===== src/rtl/timer_share_arbiter.sv =====
// Shares one prescaled tick down-counter among NUM_REQ requesters, granting one at a time.
// Define TIMER_ARB_FIXED_PRIORITY_EN for lowest-index-wins arbitration instead of round-robin.
module timer_share_arbiter #(
  parameter int NUM_REQ  = 4,
  parameter int TICK_DIV = 2000000,
  parameter int DIV_W    = 21,
  parameter int TICKS_W  = 8
) (
  input  logic                       clk,
  input  logic                       reset,
  input  logic [NUM_REQ-1:0]         req,
  input  logic [NUM_REQ*TICKS_W-1:0] req_ticks,
  output logic [NUM_REQ-1:0]         grant,
  output logic [NUM_REQ-1:0]         done,
  output logic                       busy
);
  localparam int PTR_W = (NUM_REQ > 1) ? $clog2(NUM_REQ) : 1;
  localparam logic [DIV_W-1:0]   DIV_LAST = DIV_W'(TICK_DIV - 1);
  localparam logic [PTR_W-1:0]   PTR_LAST = PTR_W'(NUM_REQ - 1);
  localparam logic [NUM_REQ-1:0] ONE_HOT0 = NUM_REQ'(1);

  typedef enum logic [1:0] {IDLE, RUN, DONE} state_t;

  state_t             state, state_next;
  logic [DIV_W-1:0]   prescaler, prescaler_next;
  logic [TICKS_W-1:0] remaining, remaining_next;
  logic [PTR_W-1:0]   owner, owner_next, owner_inc, winner;
  logic [TICKS_W-1:0] winner_ticks;
  logic               found;
  logic [NUM_REQ-1:0] grant_next, done_next;
  logic               busy_next;
`ifndef TIMER_ARB_FIXED_PRIORITY_EN
  logic [PTR_W-1:0]   rr_ptr, rr_ptr_next;
`endif

  assign owner_inc    = (owner == PTR_LAST) ? '0 : owner + 1'b1;
  assign winner_ticks = req_ticks[int'(winner)*TICKS_W +: TICKS_W];

  // Winner search: first pending request starting at rr_ptr (or index 0), wrapping.
  always_comb begin
    int idx;
    idx    = 0;
    found  = 1'b0;
    winner = '0;
    for (int i = 0; i < NUM_REQ; i++) begin
`ifdef TIMER_ARB_FIXED_PRIORITY_EN
      idx = i;
`else
      idx = int'(rr_ptr) + i;
      if (idx >= NUM_REQ) idx = idx - NUM_REQ;
`endif
      if (!found && req[idx]) begin
        found  = 1'b1;
        winner = PTR_W'(idx);
      end
    end
  end

  always_comb begin
    state_next     = state;
    prescaler_next = prescaler;
    remaining_next = remaining;
    owner_next     = owner;
    grant_next     = grant;
    done_next      = '0;
    busy_next      = busy;
`ifndef TIMER_ARB_FIXED_PRIORITY_EN
    rr_ptr_next    = rr_ptr;
`endif
    case (state)
      IDLE: begin
        grant_next = '0;
        busy_next  = 1'b0;
        if (found) begin
          owner_next     = winner;
          remaining_next = winner_ticks;
          prescaler_next = '0;
          busy_next      = 1'b1;
          if (winner_ticks != '0) begin
            state_next = RUN;
            grant_next = ONE_HOT0 << winner;
          end else begin
            state_next = DONE;
            done_next  = ONE_HOT0 << winner;
          end
        end
      end
      RUN: begin
        // An owner dropping req wins over a simultaneous final wrap: abort, no done.
        if (!req[owner]) begin
          state_next = IDLE;
          grant_next = '0;
          busy_next  = 1'b0;
`ifndef TIMER_ARB_FIXED_PRIORITY_EN
          rr_ptr_next = owner_inc;
`endif
        end else if (prescaler == DIV_LAST) begin
          prescaler_next = '0;
          remaining_next = remaining - 1'b1;
          if (remaining == TICKS_W'(1)) begin
            state_next = DONE;
            grant_next = '0;
            done_next  = ONE_HOT0 << owner;
          end
        end else begin
          prescaler_next = prescaler + 1'b1;
        end
      end
      DONE: begin
        state_next = IDLE;
        grant_next = '0;
        busy_next  = 1'b0;
`ifndef TIMER_ARB_FIXED_PRIORITY_EN
        rr_ptr_next = owner_inc;
`endif
      end
      default: begin
        state_next = IDLE;
        grant_next = '0;
        busy_next  = 1'b0;
      end
    endcase
  end

  always_ff @(posedge clk) begin
    if (reset) begin
      state     <= IDLE;
      prescaler <= '0;
      remaining <= '0;
      owner     <= '0;
      grant     <= '0;
      done      <= '0;
      busy      <= 1'b0;
`ifndef TIMER_ARB_FIXED_PRIORITY_EN
      rr_ptr    <= '0;
`endif
    end else begin
      state     <= state_next;
      prescaler <= prescaler_next;
      remaining <= remaining_next;
      owner     <= owner_next;
      grant     <= grant_next;
      done      <= done_next;
      busy      <= busy_next;
`ifndef TIMER_ARB_FIXED_PRIORITY_EN
      rr_ptr    <= rr_ptr_next;
`endif
    end
  end
endmodule

===== config.mk =====
export PLATFORM = sky130hd
export DESIGN_NAME = timer_share_arbiter
export DESIGN_NICKNAME = d
export VERILOG_FILES = /design/src/rtl/timer_share_arbiter.sv
export SDC_FILE = /design/constraint.sdc
export NUM_CORES = 1
export LEC_CHECK = 0
export CORE_ASPECT_RATIO = 0.6
export CORE_MARGIN = 3
export CORE_UTILIZATION = 35
export CTS_BUF_LIST = sky130_fd_sc_hd__clkbuf_2 sky130_fd_sc_hd__clkbuf_4 sky130_fd_sc_hd__clkbuf_8
export CTS_CLUSTER_SIZE = 30
export DETAILED_ROUTE_END_ITERATION = 8
export PLACE_DENSITY = 0.69
export REMOVE_ABC_BUFFERS = 1
export SYNTH_ARGS = -nofsm -noshare
export SYNTH_HDL_FRONTEND = slang
export SYNTH_SLANG_ARGS = --single-unit

===== constraint.sdc =====
create_clock -name clk -period 3.2 [get_ports clk]
set_clock_uncertainty 0.15 [all_clocks]
set_input_delay 0.64 -clock clk [delete_from_list [all_inputs] [get_ports clk]]
set_output_delay 0.64 -clock clk [all_outputs]
set_load 0.005 [all_outputs]

# Yosys cells after proc, flatten, opt, wreduce, memory -nomap -nowiden
# Index checks and enable logic that the tools add are counted.
# classes
eq_ne,11
n_lt_le_gt_ge,9
addsub,10
reduce_logical,16
muxes,58
shift,3
# ops
op,count
"32-bit by 4-bit less-than comparator with 1-bit output, second input constant",4
32-bit 2-to-1 mux,4
21-bit 2-to-1 mux,3
21-bit one-hot mux with 2 select lines,1
4-bit 2-to-1 mux,10
32-bit by 6-bit variable part select with 8-bit output,1
8-bit 2-to-1 mux,3
2-bit 2-to-1 mux,11
"21-bit by 1-bit adder with 21-bit output, second input constant",1
"21-bit == test, second input constant",1
4-bit one-hot mux with 2 select lines,2
8-bit one-hot mux with 2 select lines,1
1-bit 2-to-1 mux,15
"3-bit by 3-bit subtractor with 4-bit output, second input constant",3
1-bit binary-select mux with 2-bit select,5
"3-bit greater-or-equal comparator, second input constant",3
"8-bit by 1-bit == test with 1-bit output, second input constant",1
"2-bit inequality test, second input constant",4
2-bit one-hot mux with 2 select lines,2
8-bit nonzero test,1
"1-bit by 2-bit << shifter with 4-bit output, first input constant",2
"8-bit by 1-bit subtractor with 8-bit output, second input constant",1
"2-bit by 2-bit adder with 3-bit output, second input constant",2
"3-bit inequality test, second input constant",2
other kinds (15),24
# totals
regBits,44
wordCells,115
in_bits,38
output_inout_bits,9

# Logic depth before layout (Yosys ltp)
# Gate-level depths: netlist of the first run.
# logic_depth
word_depth,20
depth_mapped,9
ltp_nobuf,9

# Worst setup path before layout of the first run
# OpenSTA, ideal clock, no wires.
# synth_timing
path_kind,input port to flip-flop
start,input port req[0]
end,register grant[1]
t_required_ns,2.920
stages,9
setup_ns,0.130
t_arrival_ns,2.244
n_path_buf,1
path_slack_ns,0.677
path_cell_list,a21o_1 > a21oi_1 > o22a_1 > buf_2 > mux2i_1 > mux2_2 > nand4_1 > nor2_1 > o21ai_0
# synth_via
elab_chain_cells,18
word_cells_on_any_way,38
cone_classes,eq/ne (2); shift (2); mux (26); reduce/logical (8)
# synth_rtl
element,line_no,text
"start, declared",11,"input logic [NUM_REQ-1:0] req,"
1-bit binary-select mux with 2-bit select,52,if (!found && req[idx]) begin
1-bit 2-to-1 mux (implied by the code) (2 in a row),52,
1-bit 2-to-1 mux,52,
1-bit zero test,52,
1-bit logical AND,52,
1-bit 2-to-1 mux,52,
1-bit zero test,52,
1-bit logical AND,52,
1-bit 2-to-1 mux,52,
1-bit zero test,52,
1-bit logical AND,52,
2-bit 2-to-1 mux,52,
32-bit by 6-bit variable part select with 8-bit output,37,assign winner_ticks = req_ticks[int'(winner)*TICKS_W +: TICKS_W];
8-bit nonzero test,79,if (winner_ticks != '0) begin
4-bit 2-to-1 mux,79,
4-bit 2-to-1 mux,74,if (found) begin
4-bit one-hot mux with 2 select lines,70,case (state)
"end signal, assigned",142,grant <= grant_next;
"end, declared",13,"output logic [NUM_REQ-1:0] grant,"
# Several ways; a longest one is shown, not always the timed one. The select of a mux whose other input is x is not followed.
# A chain may end at the register's enable or synchronous reset.

# Final worst setup path of the first run
# layout_timing
start,input port req[0]
end,register grant[2]
# Same word-level chain as after synthesis.

==> results of run 1 <==
-- cells by family (layout without fill, tap and decap cells) --
kind of cell | count (synthesis) | in the layout
xor gates and xnor gates | 16 | 16
DFF | 44 | 44
adders and majority gates | 7 | 7
and+or+nand+nor | 125 | 125
AOI/OAI and AO/OA | 54 | 54
muxes | 30 | 30
buffers and inverters | 21 | 76
-- state kept, by name, summed over array words and instances (netlist names) --
register / count
done: 4
remaining: 8
owner: 2
prescaler: 21
grant: 4
state: 2
busy: 1
rr_ptr: 2
-- cells in the final DEF, fill, tap and decap left out, types with 2 or more instances in the layout --
cell type	instances
sky130_fd_sc_hd__nand2b_1	6
sky130_fd_sc_hd__o31ai_1	3
sky130_fd_sc_hd__nand3_1	15
sky130_fd_sc_hd__mux2i_1	21
sky130_fd_sc_hd__nand4_1	7
sky130_fd_sc_hd__a22oi_1	5
sky130_fd_sc_hd__nor4_1	4
sky130_fd_sc_hd__and3_1	3
sky130_fd_sc_hd__nor2b_1	2
sky130_fd_sc_hd__or3_4	2
sky130_fd_sc_hd__ha_1	7
sky130_fd_sc_hd__nor3_1	6
sky130_fd_sc_hd__mux2_2	8
sky130_fd_sc_hd__xor2_1	10
sky130_fd_sc_hd__a21oi_1	12
sky130_fd_sc_hd__dfxtp_1	44
sky130_fd_sc_hd__clkdlybuf4s50_1	46
sky130_fd_sc_hd__a21o_1	2
sky130_fd_sc_hd__clkbuf_8	5
sky130_fd_sc_hd__nor2_4	2
sky130_fd_sc_hd__nor2_1	43
sky130_fd_sc_hd__xnor2_1	5
sky130_fd_sc_hd__buf_4	11
sky130_fd_sc_hd__o21ai_0	19
sky130_fd_sc_hd__nand2_1	24
sky130_fd_sc_hd__nand3b_1	4
sky130_fd_sc_hd__inv_1	9
-- layout make-up --
class	instances	area, µm²	area share
multi-input combinational	232	1530	0.473
sequential	44	881	0.273
timing repair buffer	58	563	0.174
tap	87	109	0.0337
clock buffer	6	76.3	0.0236
inverter	10	37.5	0.0116
clock inverter	2	35.0	0.0108
-- worst min path at each step --
stage | end | slack, ns | cells after the start | start
2_1_floorplan | grant[0] | 0.28 | 2 | grant[0]
6_report | grant[0] | 0.29 | 2 | grant[0]
5_1_grt | grant[0] | 0.31 | 2 | grant[0]
3_3_place_gp | grant[0] | 0.27 | 2 | grant[0]
4_1_cts | grant[0] | 0.29 | 2 | grant[0]
3_5_place_dp | grant[0] | 0.28 | 2 | grant[0]
-- critical path, delay by kind of cell --
kind	cells	cell delay, ns
buf+inv	2	0.65
mux	2	0.42
simple gates	2	0.48
compound gates	4	0.73
-- per-stage QoR --
stage	std cells	instance area [µm²]	hold WS (ns)
6_report	439	3230	0.289
5_1_grt	439	3230	0.308
4_1_cts	439	3230	0.290
3_5_place_dp	431	3120	0.278
3_3_place_gp	431	3120	0.273
2_1_floorplan	286	2450	0.285
-- report_power, final --
part	switching, mW	internal [mW]
registers	0.0324	0.581
clock network	0.195	0.240
logic	0.201	0.197
-- layer usage --
layer	up-vias	GRT usage
met3	5	0.0405
met5	-	0
li1	1155	-
met1	1048	0.227
met4	0	0.0391
met2	74	0.206
==> reports/results.tsv, run 1 <==
metric	value	unit
Hold WC Path Type	register to register	
number of endpoints with negative hold slack in the final report	0	
Critical Path Start Type	input port	
FP Rows	23	
largest net degree at the start of global routing	22	
number of top-level pins	47	
TritonCTS clock tree	yes	
worst slew margin relative to its limit	0.413	
internal reg-to-reg setup slack	0.70	ns
setup tns final	0	ns
sequential-to-total area share from yosys stat	0.354	
HPWL Detailed	4680	µm
Pwr Density	448	nW/µm²
number of antenna violations at the first check in global routing	0	
gate count of the mapped netlist	297	
destination of the critical timing path	grant[2]	
average cell area after synthesis	8.39	µm²
master of the slowest instance on the critical path	sky130_fd_sc_hd__clkdlybuf4s50_1	
Arr. time, crit path	2.94	ns
fraction of the mapped netlist area in adder cells	0.0352	
main combinational cell family by area after synthesis	simple AND/OR/NAND/NOR gates	
share of cells above drive strength 1	0.114	
Final Net Count	396	
most instantiated cells after synthesis	44 x sky130_fd_sc_hd__dfxtp_1, 43 x sky130_fd_sc_hd__nor2_1, 24 x sky130_fd_sc_hd__nand2_1	
post-CTS setup buffer count	0	
endpoint of the lowest-slack register-to-register path	remaining[0]	
maximum capacitance violations	0	
number of H-tree branching levels	2	
number of gates resized after cts	0	
final-layout fill cell count	647	
portion of the clock cycle consumed by the worst path in the final layout	0.915	
RSZ-0062 raised after global routing	false	
die height	71.4	µm
die outline area	8200	µm²
DRC violation count after routing	0	
ordered cell list for the critical path	clkdlybuf4s50_1, a21o_1, a21oi_1, o22a_1, buf_12, mux2i_1, mux2_2, nand4_1, nor2_1, o21ai_0	
result of the run	completed	
layout overhead on the synthesized area	29.6	%
total global routing overflow	0	
proportion of netlist area held by the largest area contributor	0.354	
shortest clock period the worst path allows after layout	2.93	ns
final weighted congestion in routability-driven placement	0.822	
number of distinct standard cells referenced by the synthesized netlist	50	
Post-DRT Antenna Nets	0	
diode count	0	
Routed met3 length	484	µm
Synth Flop Type	sky130_fd_sc_hd__dfxtp_1	
Total Routing Usage GR	0.149	
WL per Instance	13.6	µm
worst setup path startpoint	req[0]	
simple logic cell fraction of the synthesized area	0.253	
multiplexer area fraction after synthesis	0.130	
starting utilization of the core area	0.367	
number of global-route vias before repair	2088	
amount of wire on met2 after detailed routing	2360	µm
clock-pin slew reported for the worst setup and hold paths after clock tree synthesis	0.08	ns
fin worst setup slack	0.273	ns
number of buffers created by CTS	5	
depth of the most critical reg-to-reg path	9	
compound-gate portion of the synthesized area	0.136	
Yosys top cell by area	sky130_fd_sc_hd__dfxtp_1	
First DRT Iteration DRCs	117	
post-synthesis instance area	2490	µm²
DP Worst Slack	-0.0422	ns
launch instance of the worst register-to-register path	prescaler[0]	
required time of the worst setup path	3.22	ns
warnings from Yosys	0	
fraction of registers with async set/reset	0	
dominant cells by area after synthesis	sky130_fd_sc_hd__dfxtp_1 35%, sky130_fd_sc_hd__mux2i_1 8.4%, sky130_fd_sc_hd__nor2_1 6.5%	
1st-pass router iterations	6	
top metal layer carrying routed signals	met4	
upper clock frequency limit	342	MHz
max incr delay on CP	0.47	ns
synthesized-area fraction occupied by xor and xnor cells	0.0593	
Core Area	6790	µm²
CTS Root Cell	sky130_fd_sc_hd__clkbuf_8	
top-count cell post-synth	sky130_fd_sc_hd__dfxtp_1	
static leakage	1.17	nW
max-slew violation count	0	
overall routed net length	5970	µm
Port-buffer cells	46	
global-route wire length before repair	9900	µm
maximum clock insertion buffer count	2	
CP Capture Type	register	
count of final setup violators	0	
largest fanout on the critical path	21	
cts-stage hold buffer count	0	
Max rail drop VDD	0.258	mV
vias per std cell	5.20	
die span in x	115	µm
actual transition at the worst max-transition pin	0.875	ns
utilization after layout	0.475	
number of enable-type register cells in the synthesized netlist	0	
PnR Total Power	1.45	mW
number of clock sinks	44	
routed length on met1	3080	µm
class of the most critical setup path	input port to register	
clock latency at the later pin of the worst-skew pair	0.30	ns
vias	2282	
post-synthesis register bit count	44	
No activity file was read; power rests on OpenSTA's default activity.
==> inputs of run 2 (changes only) <==
CELL_PAD_IN_SITES_DETAIL_PLACEMENT = 2   (was not set)
CELL_PAD_IN_SITES_GLOBAL_PLACEMENT = 2   (was not set)
CORE_MARGIN = not set   (was 3)
CORE_UTILIZATION = 32   (was 35)
PLACE_DENSITY = 0.94   (was 0.69)
SLEW_MARGIN = 20   (was not set)
==> reports/results.tsv, run 2 (synthesized netlist as in run 1, its figures left out) <==
metric	value	unit
Critical Path Start Type	input port	
WL per Instance	20.9	µm
top metal layer carrying routed signals	met4	
TritonCTS clock tree	yes	
leading registers by flop count	prescaler: 21 flops, remaining: 8 flops	
clock-pin slew reported for the worst setup and hold paths after clock tree synthesis	0.08	ns
Core Area	7390	µm²
layout overhead on the synthesized area	32.2	%
static leakage	1.20	nW
worst setup path startpoint	req[0]	
ordered cell list for the critical path	clkdlybuf4s50_1, a21o_1, a21oi_1, o22a_1, buf_12, mux2i_1, mux2_2, nand4_1, buf_4, o31ai_1	
Arr. time, crit path	3.13	ns
Total Routing Usage GR	0.251	
portion of the clock cycle consumed by the worst path in the final layout	0.967	
internal reg-to-reg setup slack	0.50	ns
class of the most critical setup path	input port to register	
worst slew margin relative to its limit	0.334	
number of top-level pins	47	
actual transition at the worst max-transition pin	0.993	ns
master of the slowest instance on the critical path	sky130_fd_sc_hd__clkdlybuf4s50_1	
most common cell after layout, fill and taps aside	sky130_fd_sc_hd__clkdlybuf4s50_1	
total global routing overflow	0	
setup tns final	0	ns
die outline area	8150	µm²
number of gates resized after cts	0	
starting utilization of the core area	0.337	
endpoint of the lowest-slack register-to-register path	done[3]	
depth of the most critical reg-to-reg path	9	
final cell count without fillers	458	
max FFs per register	21	
HPWL Detailed	6980	µm
Final Net Count	398	
Post-DRT Antenna Nets	0	
FP Rows	24	
number of H-tree branching levels	2	
maximum capacitance violations	0	
number of antenna violations at the first check in global routing	0	
destination of the critical timing path	done[3]	
largest net degree at the start of global routing	22	
global-route wire length before repair	15400	µm
largest fanout on the critical path	21	
Max rail drop VDD	0.186	mV
Final Instance Area	3290	µm²
number of global-route vias before repair	2780	
diode count	0	
die height	70.3	µm
maximum clock insertion buffer count	2	
DRC violation count after routing	0	
First DRT Iteration DRCs	70	
shortest clock period the worst path allows after layout	3.09	ns
launch instance of the worst register-to-register path	prescaler[1]	
1st-pass router iterations	4	
fin worst setup slack	0.106	ns
max incr delay on CP	0.50	ns
clock latency at the later pin of the worst-skew pair	0.30	ns
amount of wire on met2 after detailed routing	4700	µm
Hold WC Path Type	register to register	
RSZ-0062 raised after global routing	false	
required time of the worst setup path	3.24	ns
vias	2457	
placed cell count	450	
final weighted congestion in routability-driven placement	0.840	
number of endpoints with negative hold slack in the final report	0	
final hold slack	0.330	ns
post-CTS setup buffer count	0	
Port-buffer cells	46	
result of the run	completed	
commonest cells after routing, fill and taps aside	46 x sky130_fd_sc_hd__clkdlybuf4s50_1, 44 x sky130_fd_sc_hd__dfxtp_1, 43 x sky130_fd_sc_hd__nor2_1	
overall routed net length	9570	µm
Pwr Density	471	nW/µm²
max-slew violation count	0	
cts-stage hold buffer count	0	
CP Capture Type	register	
placed cell area	3170	µm²
count of final setup violators	0	
share of cells above drive strength 1	0.119	
Routed met3 length	460	µm
final-layout fill cell count	847	
vias per std cell	5.36	
CTS Root Cell	sky130_fd_sc_hd__clkbuf_8	
die span in x	116	µm
register name with the most flops	prescaler	
routed length on met1	4220	µm
number of buffers created by CTS	5	
number of clock sinks	44	
DP Worst Slack	-0.118	ns
upper clock frequency limit	323	MHz
==> run 2: cell count changes in the layout (fill, tap and decap cells not counted) <==
cell                       previous run  this run
sky130_fd_sc_hd__clkbuf_8             5         7
sky130_fd_sc_hd__buf_12               1         2
sky130_fd_sc_hd__buf_4               11        12
sky130_fd_sc_hd__clkbuf_4             1         0
sky130_fd_sc_hd__clkinv_2             1         0
==> run 2: layer usage <==
layer,global-route usage,vias to the layer above
met2,0.433,62
li1,-,1157
met5,0,-
met1,0.311,1221
met4,0.0798,0
met3,0.0512,17
==> run 2: worst min-delay path by stage <==
stage | slack, ns | cells after the start | endpoint | start
after detailed placement | 0.32 | 2 | grant[3] | grant[3]
after floorplan | 0.28 | 2 | grant[0] | grant[0]
after global routing | 0.37 | 2 | grant[3] | grant[3]
after global placement | 0.29 | 2 | grant[2] | grant[2]
final | 0.33 | 2 | grant[3] | grant[3]
after CTS | 0.34 | 2 | grant[3] | grant[3]
==> run 2: worst max-delay path: cells and delay by family <==
family | cells | cell delay (ns)
and+or+nand+nor | 1 | 0.19
muxes | 2 | 0.43
AOI/OAI and AO/OA | 4 | 0.94
buffers and inverters | 3 | 0.92
==> run 2: area by class of cell <==
type | count | area, µm² | share of cell area
multi-input combinational | 232 | 1530 | 0.464
tap | 104 | 130 | 0.0395
clock inverter | 1 | 30.0 | 0.00912
inverter | 10 | 37.5 | 0.0114
clock buffer | 7 | 96.3 | 0.0293
timing repair buffer | 60 | 591 | 0.179
sequential | 44 | 881 | 0.267
==> run 2: metrics by stage <==
| step | power [mW] | util |
|---|---|---|
| global placement | 1.02 | 0.429 |
| finish | 1.55 | 0.446 |
| floorplan | 0.859 | - |
| detailed placement | 1.07 | 0.429 |
| CTS | 1.56 | 0.446 |
| global route | 1.63 | 0.446 |
==> run 2: where the power goes <==
part / internal (mW) / switching (mW) / total, mW
Sequential: 0.581 / 0.0413 / 0.622
Combinational: 0.205 / 0.243 / 0.448
Clock: 0.276 / 0.206 / 0.482
Total: 1.06 / 0.490 / 1.55
